==> config.mk <==
export PLATFORM = sky130hd
export DESIGN_NAME = issue_slots
export DESIGN_NICKNAME = d
export VERILOG_FILES = /design/src/rtl/issue_slots.sv
export SDC_FILE = /design/constraint.sdc
export NUM_CORES = 1
export LEC_CHECK = 0
export BUFFER_PORTS_ARGS = -buffer_cell sky130_fd_sc_hd__buf_4
export CAP_MARGIN = 20
export CORE_ASPECT_RATIO = 0.7
export CORE_MARGIN = 2
export CORE_UTILIZATION = 60
export DETAILED_ROUTE_END_ITERATION = 7
export HOLD_SLACK_MARGIN = 0.12
export PLACE_DENSITY = 0.89
export RECOVER_POWER = 50
export SETUP_SLACK_MARGIN = 0.05
export SLEW_MARGIN = 5
export SYNTH_ARGS = -nofsm -noshare
export SYNTH_HDL_FRONTEND = slang
export SYNTH_SLANG_ARGS = --single-unit
==> constraint.sdc <==
create_clock -name i_clk -period 5.2 [get_ports i_clk]
set_input_delay 0.26 -clock i_clk [delete_from_list [all_inputs] [get_ports i_clk]]
set_output_delay 0.26 -clock i_clk [all_outputs]
set_load 0.005 [all_outputs]
==> src/rtl/issue_slots.sv <==
// Issue-queue slot storage: holds waiting micro-ops, tracks operand wakeup,
// raises ready requests to the arbiter and registers the granted entry for issue.
module issue_slots #(
    parameter int SIZE   = 8,
    parameter int TAG_W  = 7,
    parameter int DATA_W = 32
) (
    input  logic                      i_clk,
    input  logic                      i_rst_n,
    input  logic                      i_flush,
    input  logic                      i_alloc_valid,
    input  logic [DATA_W-1:0]         i_alloc_data,
    input  logic [TAG_W-1:0]          i_alloc_rs1,
    input  logic [TAG_W-1:0]          i_alloc_rs2,
    input  logic                      i_alloc_rdy1,
    input  logic                      i_alloc_rdy2,
    output logic                      o_alloc_ready,
    input  logic                      i_wake_valid,
    input  logic [TAG_W-1:0]          i_wake_tag,
    output logic [SIZE-1:0]           o_request,
    input  logic [SIZE-1:0]           i_grant,
    input  logic                      i_issue_en,
    output logic                      o_issue_valid,
    output logic [DATA_W-1:0]         o_issue_data,
    output logic [TAG_W-1:0]          o_issue_rs1,
    output logic [TAG_W-1:0]          o_issue_rs2,
    output logic [$clog2(SIZE+1)-1:0] o_count
);
    localparam int IDX_W = (SIZE > 1) ? $clog2(SIZE) : 1;
    localparam int CNT_W = $clog2(SIZE + 1);

    logic [SIZE-1:0]   slot_vld_p0;
    logic [SIZE-1:0]   slot_rdy1_p0;
    logic [SIZE-1:0]   slot_rdy2_p0;
    logic [DATA_W-1:0] slot_data_p0 [SIZE];
    logic [TAG_W-1:0]  slot_rs1_p0  [SIZE];
    logic [TAG_W-1:0]  slot_rs2_p0  [SIZE];
    logic [CNT_W-1:0]  count_p0;

    logic              issue_vld_p1;
    logic [DATA_W-1:0] issue_data_p1;
    logic [TAG_W-1:0]  issue_rs1_p1;
    logic [TAG_W-1:0]  issue_rs2_p1;

    logic [SIZE-1:0]   sel;
    logic [SIZE-1:0]   free_mask;
    logic [SIZE-1:0]   alloc_mask;
    logic [SIZE-1:0]   wake1;
    logic [SIZE-1:0]   wake2;
    logic              alloc_fire;
    logic              issue_fire;
    logic              alloc_rdy1;
    logic              alloc_rdy2;
    logic [IDX_W-1:0]  alloc_idx;
    logic [DATA_W-1:0] sel_data;
    logic [TAG_W-1:0]  sel_rs1;
    logic [TAG_W-1:0]  sel_rs2;

    function automatic logic [IDX_W-1:0] first_free(input logic [SIZE-1:0] vld);
        first_free = '0;
        for (int k = SIZE - 1; k >= 0; k--)
            if (!vld[k]) first_free = IDX_W'(k);
    endfunction

    assign o_request     = slot_vld_p0 & slot_rdy1_p0 & slot_rdy2_p0;
    assign o_alloc_ready = ~&slot_vld_p0;
    assign o_count       = count_p0;

    assign sel        = i_grant & o_request;
    assign issue_fire = i_issue_en & (|sel);
    assign free_mask  = i_issue_en ? sel : '0;

    // Slots freed by this cycle's issue still read as valid here, so they are not reused until next cycle.
    assign alloc_fire = i_alloc_valid & o_alloc_ready;
    assign alloc_idx  = first_free(slot_vld_p0);
    assign alloc_mask = alloc_fire ? (SIZE'(1) << alloc_idx) : '0;
    assign alloc_rdy1 = i_alloc_rdy1 | (i_wake_valid & (i_wake_tag == i_alloc_rs1));
    assign alloc_rdy2 = i_alloc_rdy2 | (i_wake_valid & (i_wake_tag == i_alloc_rs2));

    always_comb begin
        sel_data = '0;
        sel_rs1  = '0;
        sel_rs2  = '0;
        wake1    = '0;
        wake2    = '0;
        for (int k = 0; k < SIZE; k++) begin
            if (sel[k]) begin
                sel_data = sel_data | slot_data_p0[k];
                sel_rs1  = sel_rs1 | slot_rs1_p0[k];
                sel_rs2  = sel_rs2 | slot_rs2_p0[k];
            end
            wake1[k] = i_wake_valid & (slot_rs1_p0[k] == i_wake_tag);
            wake2[k] = i_wake_valid & (slot_rs2_p0[k] == i_wake_tag);
        end
    end

    // Slot state (p0) and issue register (p1)
    always_ff @(posedge i_clk or negedge i_rst_n) begin
        if (!i_rst_n) begin
            slot_vld_p0   <= '0;
            slot_rdy1_p0  <= '0;
            slot_rdy2_p0  <= '0;
            count_p0      <= '0;
            issue_vld_p1  <= 1'b0;
            issue_data_p1 <= '0;
            issue_rs1_p1  <= '0;
            issue_rs2_p1  <= '0;
        end else if (i_flush) begin
            slot_vld_p0  <= '0;
            count_p0     <= '0;
            issue_vld_p1 <= 1'b0;
        end else begin
            slot_vld_p0  <= (slot_vld_p0 & ~free_mask) | alloc_mask;
            slot_rdy1_p0 <= ((slot_rdy1_p0 | (slot_vld_p0 & wake1)) & ~alloc_mask)
                          | (alloc_mask & {SIZE{alloc_rdy1}});
            slot_rdy2_p0 <= ((slot_rdy2_p0 | (slot_vld_p0 & wake2)) & ~alloc_mask)
                          | (alloc_mask & {SIZE{alloc_rdy2}});
            if (alloc_fire && !issue_fire)
                count_p0 <= count_p0 + CNT_W'(1);
            else if (!alloc_fire && issue_fire)
                count_p0 <= count_p0 - CNT_W'(1);
            if (i_issue_en) begin
                issue_vld_p1 <= issue_fire;
                if (issue_fire) begin
                    issue_data_p1 <= sel_data;
                    issue_rs1_p1  <= sel_rs1;
                    issue_rs2_p1  <= sel_rs2;
                end
            end
        end
    end

    always_ff @(posedge i_clk) begin
        if (alloc_fire) begin
            slot_data_p0[alloc_idx] <= i_alloc_data;
            slot_rs1_p0[alloc_idx]  <= i_alloc_rs1;
            slot_rs2_p0[alloc_idx]  <= i_alloc_rs2;
        end
    end

    assign o_issue_valid = issue_vld_p1;
    assign o_issue_data  = issue_data_p1;
    assign o_issue_rs1   = issue_rs1_p1;
    assign o_issue_rs2   = issue_rs2_p1;

    always @(posedge i_clk)
        if (i_rst_n && !i_flush)
            assert ($onehot0(i_grant)) else $error("issue_slots: multi-hot i_grant %b", i_grant);

endmodule
==> flow_metrics.env <==
export IMPL_status="complete, but fails checks"
export IMPL_violations="max-capacitance violations, max-slew violations"
export IMPL_fin_cells=1712
export IMPL_syn_area_per_cell_um2=15.72
export IMPL_mostFrequentLayoutCells="edfxtp_1 (368), a22oi_1 (96), xor2_1 (81)"
export IMPL_first_global_vias=11760
export IMPL_totalWireLength_um=47330
export IMPL_ant_nets=0
export IMPL_totalNegativeSetupSlack_ns=0
export IMPL_via_per_inst=6.893
export IMPL_async_flop_share_pct=16.93
export IMPL_die_w_um=209.9
export IMPL_syn_nets=1205
export IMPL_dp_hpwl_um=27280
export IMPL_busiest_layer="met2"
export IMPL_antennaDiodeCount=0
export IMPL_final_common_cell="edfxtp_1"
export IMPL_clkSinkCount=443
export IMPL_power_leakage_nw=7.398
export IMPL_ys_types=53
export IMPL_start_util_pct=61.24
export IMPL_pre_cts_slack_ns=1.763
export IMPL_grt_use_met1_pct=43.75
export IMPL_slew_headroom_pct=-32.92
export IMPL_rsz0062_at_grt="false"
export IMPL_drc_errors=0
export IMPL_ys_seq_elements=443
export IMPL_nNetsFinal=1374
export IMPL_tritoncts="yes"
export IMPL_final_util_pct=71.46
export IMPL_track_usage_pct=30.80
export IMPL_total_power_mw=7.396
export IMPL_synthFlopType="edfxtp_1"
export IMPL_wire_per_inst_um=27.65
export IMPL_port_buffers=128
export IMPL_drt_pass1_iterations=5
export IMPL_cp_required_ns=5.64
export IMPL_finalCritPeriodShare_pct=67.98
export IMPL_clock_path_buffers=3
export IMPL_routabilityCongestion=0.8981
export IMPL_fin_crit_ns=3.535
export IMPL_endpoint_kind="register"
export IMPL_cp_start_kind="register"
export IMPL_syn_to_final_growth_pct=16.68
export IMPL_cts_buffers=40
export IMPL_clk_pin_slew_worst_paths_ns=0.07
export IMPL_cts_root_buf="clkbuf_16"
export IMPL_synth_edff_count=368
export IMPL_hold_violations=0
export IMPL_drt_initial_drc_count=1983
export IMPL_drive_above_1_share_pct=13.34
export IMPL_ys_seq_area_share_pct=72.58
export IMPL_coreArea_um2=29080
export IMPL_power_per_cell_area_nw_per_um2=355.9
export IMPL_yosys_warnings=0
export IMPL_setup_viol=0
export IMPL_tightest_slew_ns=1.994
export IMPL_antenna_found_initial=0
export IMPL_grt_pass1_wl_um=71130
export IMPL_use_met3_pct=8.826
export IMPL_die_h_um=148.2
export IMPL_postCtsSetupBuffers=0
export IMPL_placed_cells=1586
export IMPL_cp_arrival_ns=3.98
export IMPL_io_pins=129
export IMPL_slew_violations=30
export IMPL_vias=11800
export IMPL_vdd_drop_max_mv=0.2110
export IMPL_h_tree_depth=2
export IMPL_critPathKind="reg2reg"
export IMPL_syn_inst=1133
export IMPL_hold_class="in2reg"
export IMPL_drv_cap=1
export IMPL_netlist_area_um2=17810
export IMPL_die_area_um2=31100
export IMPL_grtUsageMet2_pct=46.68
export IMPL_clkLatencyLatePin_ns=0.56
export IMPL_timing_fmax_ghz=0.2829
export IMPL_grt_max_degree=51
export IMPL_critPathMaxFanout=49
export IMPL_num_rows=52
export IMPL_overflow=0
export IMPL_finalClockSkew_ns=0.01984
export IMPL_setup_slack_ns=1.665
==> worst max-delay path, cell delays in order (launching register included) <==
cell	delay, ns
dfrtp_1	0.49
and4_4	0.46
or4_4	0.68
o21ai_4	0.30
nand2_1	0.16
ha_1	0.30
a21o_1	0.18
a21oi_1	0.41
a211o_1	0.17
o2111a_1	0.19
nand4_1	0.07
==> report_power, final <==
| part | internal, mW | switching [mW] |
|---|---|---|
| sequential | 3.94 | 0.0612 |
| combinational | 0.177 | 0.265 |
| clock | 1.66 | 1.30 |
| total | 5.77 | 1.62 |
==> stage by stage <==
stage               hold slack [ns]  cell area, um2
global route                 0.1727           20780
detailed placement           0.2379           19150
finish                       0.1566           20780
global placement             0.2371           19150
floorplan                  -0.03559           17810
CTS                          0.1304           20990
==> per-layer routing <==
layer | part of all wire, % | vias up
met4 | 2.4 | 0
met3 | 15 | 106
met5 | 0 | -
li1 | - | 4887
met1 | 38 | 5790
met2 | 45 | 1018
==> registers in the layout, summed over array words and instances (netlist names), 4 cells and up <==
register      cells
o_count           4
o_issue_data     32
o_issue_rs1       7
o_issue_rs2       7
slot_data_p0    256
slot_rdy1_p0      8
slot_rdy2_p0      8
slot_rs1_p0      56
slot_rs2_p0      56
slot_vld_p0       8
==> Yosys cell counts (2+ instances only) <==
cell type / n / share of area [%]
edfxtp_1: 368 / 62
a22oi_1: 96 / 4.0
xor2_1: 81 / 4.0
dfrtp_1: 75 / 11
a21o_1: 49 / 2.1
a221oi_1: 47 / 2.3
a31oi_1: 47 / 1.7
a22o_1: 46 / 2.3
xnor2_1: 46 / 2.3
clkbuf_1: 37 / 0.78
nand2_1: 26 / 0.55
nor4_1: 25 / 0.88
nor2_1: 21 / 0.44
a21oi_1: 19 / 0.53
buf_1: 15 / 0.32
buf_2: 15 / 0.42
nand3_1: 14 / 0.39
nand4_1: 12 / 0.42
inv_1: 11 / 0.23
and3_1: 10 / 0.35
nor3_1: 9 / 0.25
and4_1: 7 / 0.34
a2bb2oi_1: 6 / 0.30
buf_4: 5 / 0.21
nor2b_1: 4 / 0.14
o21ai_0: 4 / 0.11
o31a_1: 4 / 0.20
and2_1: 3 / 0.11
a211oi_1: 2 / 0.084
a41oi_1: 2 / 0.098
ha_1: 2 / 0.14
o2111ai_1: 2 / 0.098
or4_1: 2 / 0.084
or4_4: 2 / 0.13
==> worst paths after layout <==
check | start | to | slack (ns) | cells after the start
max in group asynchronous | i_rst_n | o_issue_rs2[0] | 2.15 | 3
setup reg to reg | slot_vld_p0[2] | o_count[3] | 1.67 | 10
min in group asynchronous | i_rst_n | o_issue_data[20] | 0.80 | 2
hold reg to reg | o_issue_data[9] | o_issue_data[9] | 0.47 | 1
hold / removal | i_alloc_rdy2 | slot_rdy2_p0[3] | 0.16 | 4
setup / recovery | slot_vld_p0[2] | o_count[3] | 1.67 | 10
==> layout make-up <==
class	count	area [um2]
multi-input cells	606	4596
clock buffers	59	1195
repair buffers	200	1426
clock inverters	15	123.9
inverters	11	41.29
well taps	378	473.0
fillers	1802	8300
flip-flops and latches	443	12930
==> repair_timing <==
item	CTS	global route
gates resized for setup	0	0
hold endpoints to repair	407	0
hold buffers	52	0
==> cell families after synthesis <==
group | share of synthesized area [%]
compound gates | 14.34
xor+xnor | 6.372
mux | 0.05620
flops | 72.58
simple gates | 4.370
fa+ha+maj | 0.2529
buf+inv | 2.023
No activity file was read; power rests on OpenSTA's default activity.
